`src/rtl/tdc_sequencer.sv`:
```
// ----------------------------------------------------------------------------
// tdc_sequencer
//   Burst controller for the TDC core. A start command latches a burst length
//   and a per-measurement timeout. Each measurement then runs
//   ARM -> WAIT -> OUT: pulse tdc_arm, wait for the TDC strobe or for the
//   timer to expire, then present the result on a valid/ready port.
//
//   Ports:
//     clk, rst_n        100 MHz clock, asynchronous active-low reset
//     start             one-cycle command, accepted only while idle
//     burst_len         measurements per burst (0 -> 1), sampled on start
//     timeout           cycles allowed per measurement (0 -> 1), sampled on start
//     abort             cancels the burst from any busy state
//     tdc_arm/tdc_clr   one-cycle arm / clear pulses to the TDC
//     tdc_measurement   TDC result {6'b0, coarse[27:0], fine[5:0]}
//     tdc_meas_valid    one-cycle TDC result strobe
//     res_data/res_timeout/res_valid/res_ready   result port
//     busy, done        activity flag and end-of-burst pulse
//     tmo_count         timeouts seen in the current/last burst
//
//   Build option TDC_SEQ_AVG_EN: instead of one result per measurement, the
//   non-timed-out measurements are summed and a single saturated result is
//   emitted at the end of the burst.
//
//   Timeout timing: with timeout T and the ARM cycle at A, the last counting
//   cycle is A+T (a strobe there still wins). tdc_clr is issued at A+T+1,
//   a cycle in which late strobes are ignored, and the timeout result
//   appears at A+T+2.
// ----------------------------------------------------------------------------
module tdc_sequencer #(
   parameter int BURST_W = 8,
   parameter int TMO_W   = 28
) (
   input  logic               clk,
   input  logic               rst_n,
   input  logic               start,
   input  logic [BURST_W-1:0] burst_len,
   input  logic [TMO_W-1:0]   timeout,
   input  logic               abort,
   output logic               tdc_arm,
   output logic               tdc_clr,
   input  logic [39:0]        tdc_measurement,
   input  logic               tdc_meas_valid,
   output logic [39:0]        res_data,
   output logic               res_timeout,
   output logic               res_valid,
   input  logic               res_ready,
   output logic               busy,
   output logic               done,
   output logic [BURST_W-1:0] tmo_count
);

   typedef enum logic [1:0] {S_IDLE, S_ARM, S_WAIT, S_OUT} state_t;

   state_t             state_q, state_d;
   logic [BURST_W-1:0] remaining_q, remaining_d, tmo_count_d;
   logic [TMO_W-1:0]   tmo_len_q, tmo_len_d, timer_q, timer_d;
   logic [39:0]        res_data_d, meas_val;
   logic               res_timeout_d, clr_d, done_d, meas_end, meas_tmo;
`ifdef TDC_SEQ_AVG_EN
   logic [47:0]        sum_q, sum_d;
   logic               all_tmo_q, all_tmo_d;
`endif

   always_comb begin
      state_d       = state_q;
      remaining_d   = remaining_q;
      tmo_len_d     = tmo_len_q;
      timer_d       = timer_q;
      tmo_count_d   = tmo_count;
      res_data_d    = res_data;
      res_timeout_d = res_timeout;
      clr_d         = 1'b0;
      done_d        = 1'b0;
      meas_end      = 1'b0;
      meas_tmo      = 1'b0;
      meas_val      = '0;
`ifdef TDC_SEQ_AVG_EN
      sum_d         = sum_q;
      all_tmo_d     = all_tmo_q;
`endif
      if (abort && state_q != S_IDLE) begin
         state_d = S_IDLE;
         done_d  = 1'b1;
         clr_d   = (state_q == S_ARM) || (state_q == S_WAIT);
      end else begin
         unique case (state_q)
            S_IDLE: if (start) begin
               state_d     = S_ARM;
               remaining_d = (burst_len == '0) ? BURST_W'(1) : burst_len;
               tmo_len_d   = (timeout == '0) ? TMO_W'(1) : timeout;
               tmo_count_d = '0;
`ifdef TDC_SEQ_AVG_EN
               sum_d       = '0;
               all_tmo_d   = 1'b1;
`endif
            end
            S_ARM: begin
               timer_d = tmo_len_q;
               state_d = S_WAIT;
            end
            S_WAIT: begin
               // timer_q == 0 marks the clearing cycle after expiry
               if (timer_q == '0) begin
                  meas_end = 1'b1;
                  meas_tmo = 1'b1;
                  if (tmo_count != '1) tmo_count_d = tmo_count + BURST_W'(1);
               end else if (tdc_meas_valid) begin
                  meas_end = 1'b1;
                  meas_val = tdc_measurement;
               end else begin
                  timer_d = timer_q - TMO_W'(1);
                  clr_d   = (timer_q == TMO_W'(1));
               end
               if (meas_end) begin
`ifdef TDC_SEQ_AVG_EN
                  sum_d     = sum_q + {8'd0, meas_val};
                  all_tmo_d = all_tmo_q & meas_tmo;
                  if (remaining_q == BURST_W'(1)) begin
                     state_d       = S_OUT;
                     res_data_d    = (sum_d[47:40] != '0) ? {40{1'b1}} : sum_d[39:0];
                     res_timeout_d = all_tmo_d;
                  end else begin
                     remaining_d = remaining_q - BURST_W'(1);
                     state_d     = S_ARM;
                  end
`else
                  state_d       = S_OUT;
                  res_data_d    = meas_val;
                  res_timeout_d = meas_tmo;
`endif
               end
            end
            S_OUT: if (res_ready) begin
`ifdef TDC_SEQ_AVG_EN
               done_d  = 1'b1;
               state_d = S_IDLE;
`else
               if (remaining_q == BURST_W'(1)) begin
                  done_d  = 1'b1;
                  state_d = S_IDLE;
               end else begin
                  remaining_d = remaining_q - BURST_W'(1);
                  state_d     = S_ARM;
               end
`endif
            end
         endcase
      end
   end

   always_ff @(posedge clk or negedge rst_n) begin
      if (!rst_n) begin
         state_q     <= S_IDLE;
         remaining_q <= '0;
         tmo_len_q   <= '0;
         timer_q     <= '0;
         tdc_arm     <= 1'b0;
         tdc_clr     <= 1'b0;
         res_data    <= '0;
         res_timeout <= 1'b0;
         res_valid   <= 1'b0;
         busy        <= 1'b0;
         done        <= 1'b0;
         tmo_count   <= '0;
`ifdef TDC_SEQ_AVG_EN
         sum_q       <= '0;
         all_tmo_q   <= 1'b0;
`endif
      end else begin
         state_q     <= state_d;
         remaining_q <= remaining_d;
         tmo_len_q   <= tmo_len_d;
         timer_q     <= timer_d;
         tdc_arm     <= (state_d == S_ARM);
         tdc_clr     <= clr_d;
         res_data    <= res_data_d;
         res_timeout <= res_timeout_d;
         res_valid   <= (state_d == S_OUT);
         busy        <= (state_d != S_IDLE);
         done        <= done_d;
         tmo_count   <= tmo_count_d;
`ifdef TDC_SEQ_AVG_EN
         sum_q       <= sum_d;
         all_tmo_q   <= all_tmo_d;
`endif
      end
   end

endmodule

```
`config.mk`:
```
export PLATFORM = sky130hd
export DESIGN_NAME = tdc_sequencer
export DESIGN_NICKNAME = d
export VERILOG_FILES = /design/src/rtl/tdc_sequencer.sv
export SDC_FILE = /design/constraint.sdc
export NUM_CORES = 1
export LEC_CHECK = 0
export CAP_MARGIN = 30
export CORE_AREA = 3 3 113 115
export DETAILED_ROUTE_END_ITERATION = 8
export DIE_AREA = 0 0 116 118
export HOLD_SLACK_MARGIN = 0.08
export PLACE_DENSITY = 0.91
export SYNTH_ARGS = -nofsm -noshare
export SYNTH_HDL_FRONTEND = slang
export SYNTH_SLANG_ARGS = --single-unit
```
`constraint.sdc`:
```
create_clock -name clk -period 5.05 [get_ports clk]
set_input_delay 0.505 -clock clk [delete_from_list [all_inputs] [get_ports clk]]
set_output_delay 0.505 -clock clk [all_outputs]
set_load 0.02 [all_outputs]
```
==> out/qor.txt <==
total count of hold-check failures in the final report: 0
commonest cells after routing, fill and taps aside: clkdlybuf4s50_1, dfrtp_1, a22o_1, nand2_1, nor3_1
CP Data Required Time: 5360 ps
# fillers: 883
initial core utilization: 49.7%
wire length per cell: 19.0 um
Slew Limit Fails: 0
status: finished, final reports clean
cell internal pwr: 3.03 mW
Synthesis Warnings: 0
Combinational Power Share: 38.9%
NetSw: 1.76 mW
min-delay worst type: reg2reg
Sw Share: 36.8%
antenna diode count: 0
number of CTS-inserted buffers: 17
Synth Instances: 533
Chip Width: 116 um
fmax: 0.320 GHz
Post-Route Setup TNS: 0 ps
final wirelength: 15600 um
Final Core Density: 66.8%
RSZ-0062 raised after global routing: false
number of synthesized flops with an enable pin: 0
antenna-violating nets left: 0
final setup fails: 0
Clock Skew: 8.65 ps
CP Class: reg2reg
Mapped Area: 5930 um2
total die area: 13700 um2
CP max FO: 15
Layout area overhead: 34.3%
minimum clock period: 3120 ps
pin count of the biggest net entering global routing: 55
H-tree depth: 4
CP endpoint kind: flop
sequential area share after synthesis: 50.7%
Core Area: 11900 um2
pwr/cell area: 602 nW/um2
Worst EP arrival: 3440 ps
slew margin rel.: 27.3%
Worst R2R Start: state_q[0]
Slew @ Worst Pin: 1090 ps
final hold slack: 494 ps
Root Buffer: clkbuf_16
RePlAce Congestion: 0.879
GR Util All Layers: 23.1%
Startpoint Class: flop
first-pass GRT wire length: 25200 um
Clk pin slew, worst setup/hold paths: 50 ps
io pins: 136
vias in the first global route: 5037
share of layout cells above drive strength 1: 13.2%
clock latency on the worst-skew pair: 410 ps
number of port buffers: 135
total gr overflow: 0
Multi-input gate area: 2730 um2
drt pass-1 iters: 5
max_cap viols: 0
cell leakage power: 3.24 nW
Core Rows: 40
Main synth FF type: dfrtp_1
Netlist cell types: 65
post-route cell area: 7960 um2
vias: 5155
Reg power frac: 38.0%
via/cell ratio: 6.27
post-synth top area share: 50.7%
Syn Nets: 625
CTS max path bufs: 2
antenna violations before repair: 0
Tcrit/Tclk final: 61.8%
hold path startpoint: res_timeout
chip height: 118 um
DP Area: 7400 um2
DR iter-0 viols: 325
FF+latch count, synth: 120
ys async rst share: 100%
FF/Latch Area: 3000 um2
Post-Place Setup Slack: 2020 ps
ranking of synthesized cells by area: dfrtp_1, a22o_1, mux2_2
CTS tree: built
clock power share: 23.1%
# DRC: 0
worst setup margin: 1930 ps
post-DP HPWL: 11000 um
total clock sinks: 120
Synth area leader: dfrtp_1
Synth Area per Inst: 11.1 um2
most common cell after layout, fill and taps aside: clkdlybuf4s50_1
Crit. Startpoint: state_q[0]
Max IR drop VDD: 0.000285 V
fin nets: 757
## layout make-up
class,count,share of cell area (%)
multi-input combinational,368,34.4
inverter,14,0.660
clock inverter,9,0.975
clock buffer,20,5.87
sequential,120,37.7
tap,147,2.31
timing repair buffer,144,18.1
## metrics by stage
step | total power, mW | instances
floorplan | 2.94 | 533
global placement | 3.56 | 791
detailed placement | 3.67 | 792
CTS | 4.80 | 822
global route | 5.06 | 822
finish | 4.79 | 822
## worst max-delay path, stage by stage, from the launching register on
cell	delay (ps)
dfrtp_1	440
ha_1	420
inv_1	260
or3_1	430
a2bb2oi_1	870
mux2_2	430
a311oi_1	190
## registers in the layout (all words and copies together), names as in the netlist
| register | count |
|---|---|
| res_data | 40 |
| res_timeout | 1 |
| tmo_count | 8 |
| done | 1 |
| tmo_len_q | 28 |
| tdc_clr | 1 |
| tdc_arm | 1 |
| state_q | 2 |
| res_valid | 1 |
| timer_q | 28 |
| busy | 1 |
| remaining_q | 8 |
## power groups by stage
| stage | clock, mW | sequential [mW] | combinational (mW) |
|---|---|---|---|
| final | 1.11 | 1.82 | 1.86 |
| after global routing | 1.17 | 1.88 | 2.02 |
| after CTS | 1.13 | 1.81 | 1.87 |
| after detailed placement | 0 | 1.81 | 1.85 |
| after global placement | 0 | 1.79 | 1.77 |
| after floorplan | 0 | 1.90 | 1.03 |
## timing repair
item                      4_1_cts  5_1_grt
resized for setup               0        0
setup buffers                   0        0
hold buffers                    1        0
hold endpoints to repair       27        0
## Yosys cell counts (11+ instances only)
cell      count
nor2_1       21
nor3_1       30
nor4_1       17
nand3_1      13
mux2_2       28
nand2_1      33
a22o_1       40
o32ai_1      11
dfrtp_1     120
clkbuf_1     18
o21ai_0      15
inv_1        13
## path summary, 6_finish.rpt
path / endpoint / slack, ps / cells after the start
setup / recovery: remaining_q[4] / 1930 / 6
hold / removal: res_timeout / 490 / 1
setup reg to reg: remaining_q[4] / 1930 / 6
hold reg to reg: res_timeout / 490 / 1
max in group asynchronous: res_data[4] / 3340 / 4
min in group asynchronous: tmo_len_q[6] / 560 / 2
## metal layers
| layer | track usage (%) | vias to the layer above | part of all wire (%) |
|---|---|---|---|
| met4 | 6.74 | 0 | 1.5 |
| met3 | 5.71 | 27 | 7.5 |
| met5 | 0 | - | 0 |
| li1 | - | 2365 | - |
| met2 | 38.2 | 261 | 50 |
| met1 | 30.1 | 2502 | 42 |
## cell families (layout without fill, tap and decap cells)
family | count (synthesis) | in the layout | share of synthesized area [%]
simple gates | 183 | 183 | 18.6
compound gates | 146 | 146 | 19.9
flops | 120 | 120 | 50.7
buf+inv | 45 | 187 | 3.23
mux | 29 | 29 | 5.49
fa+ha+maj | 10 | 10 | 2.11
(Power assumes the default switching activity.)
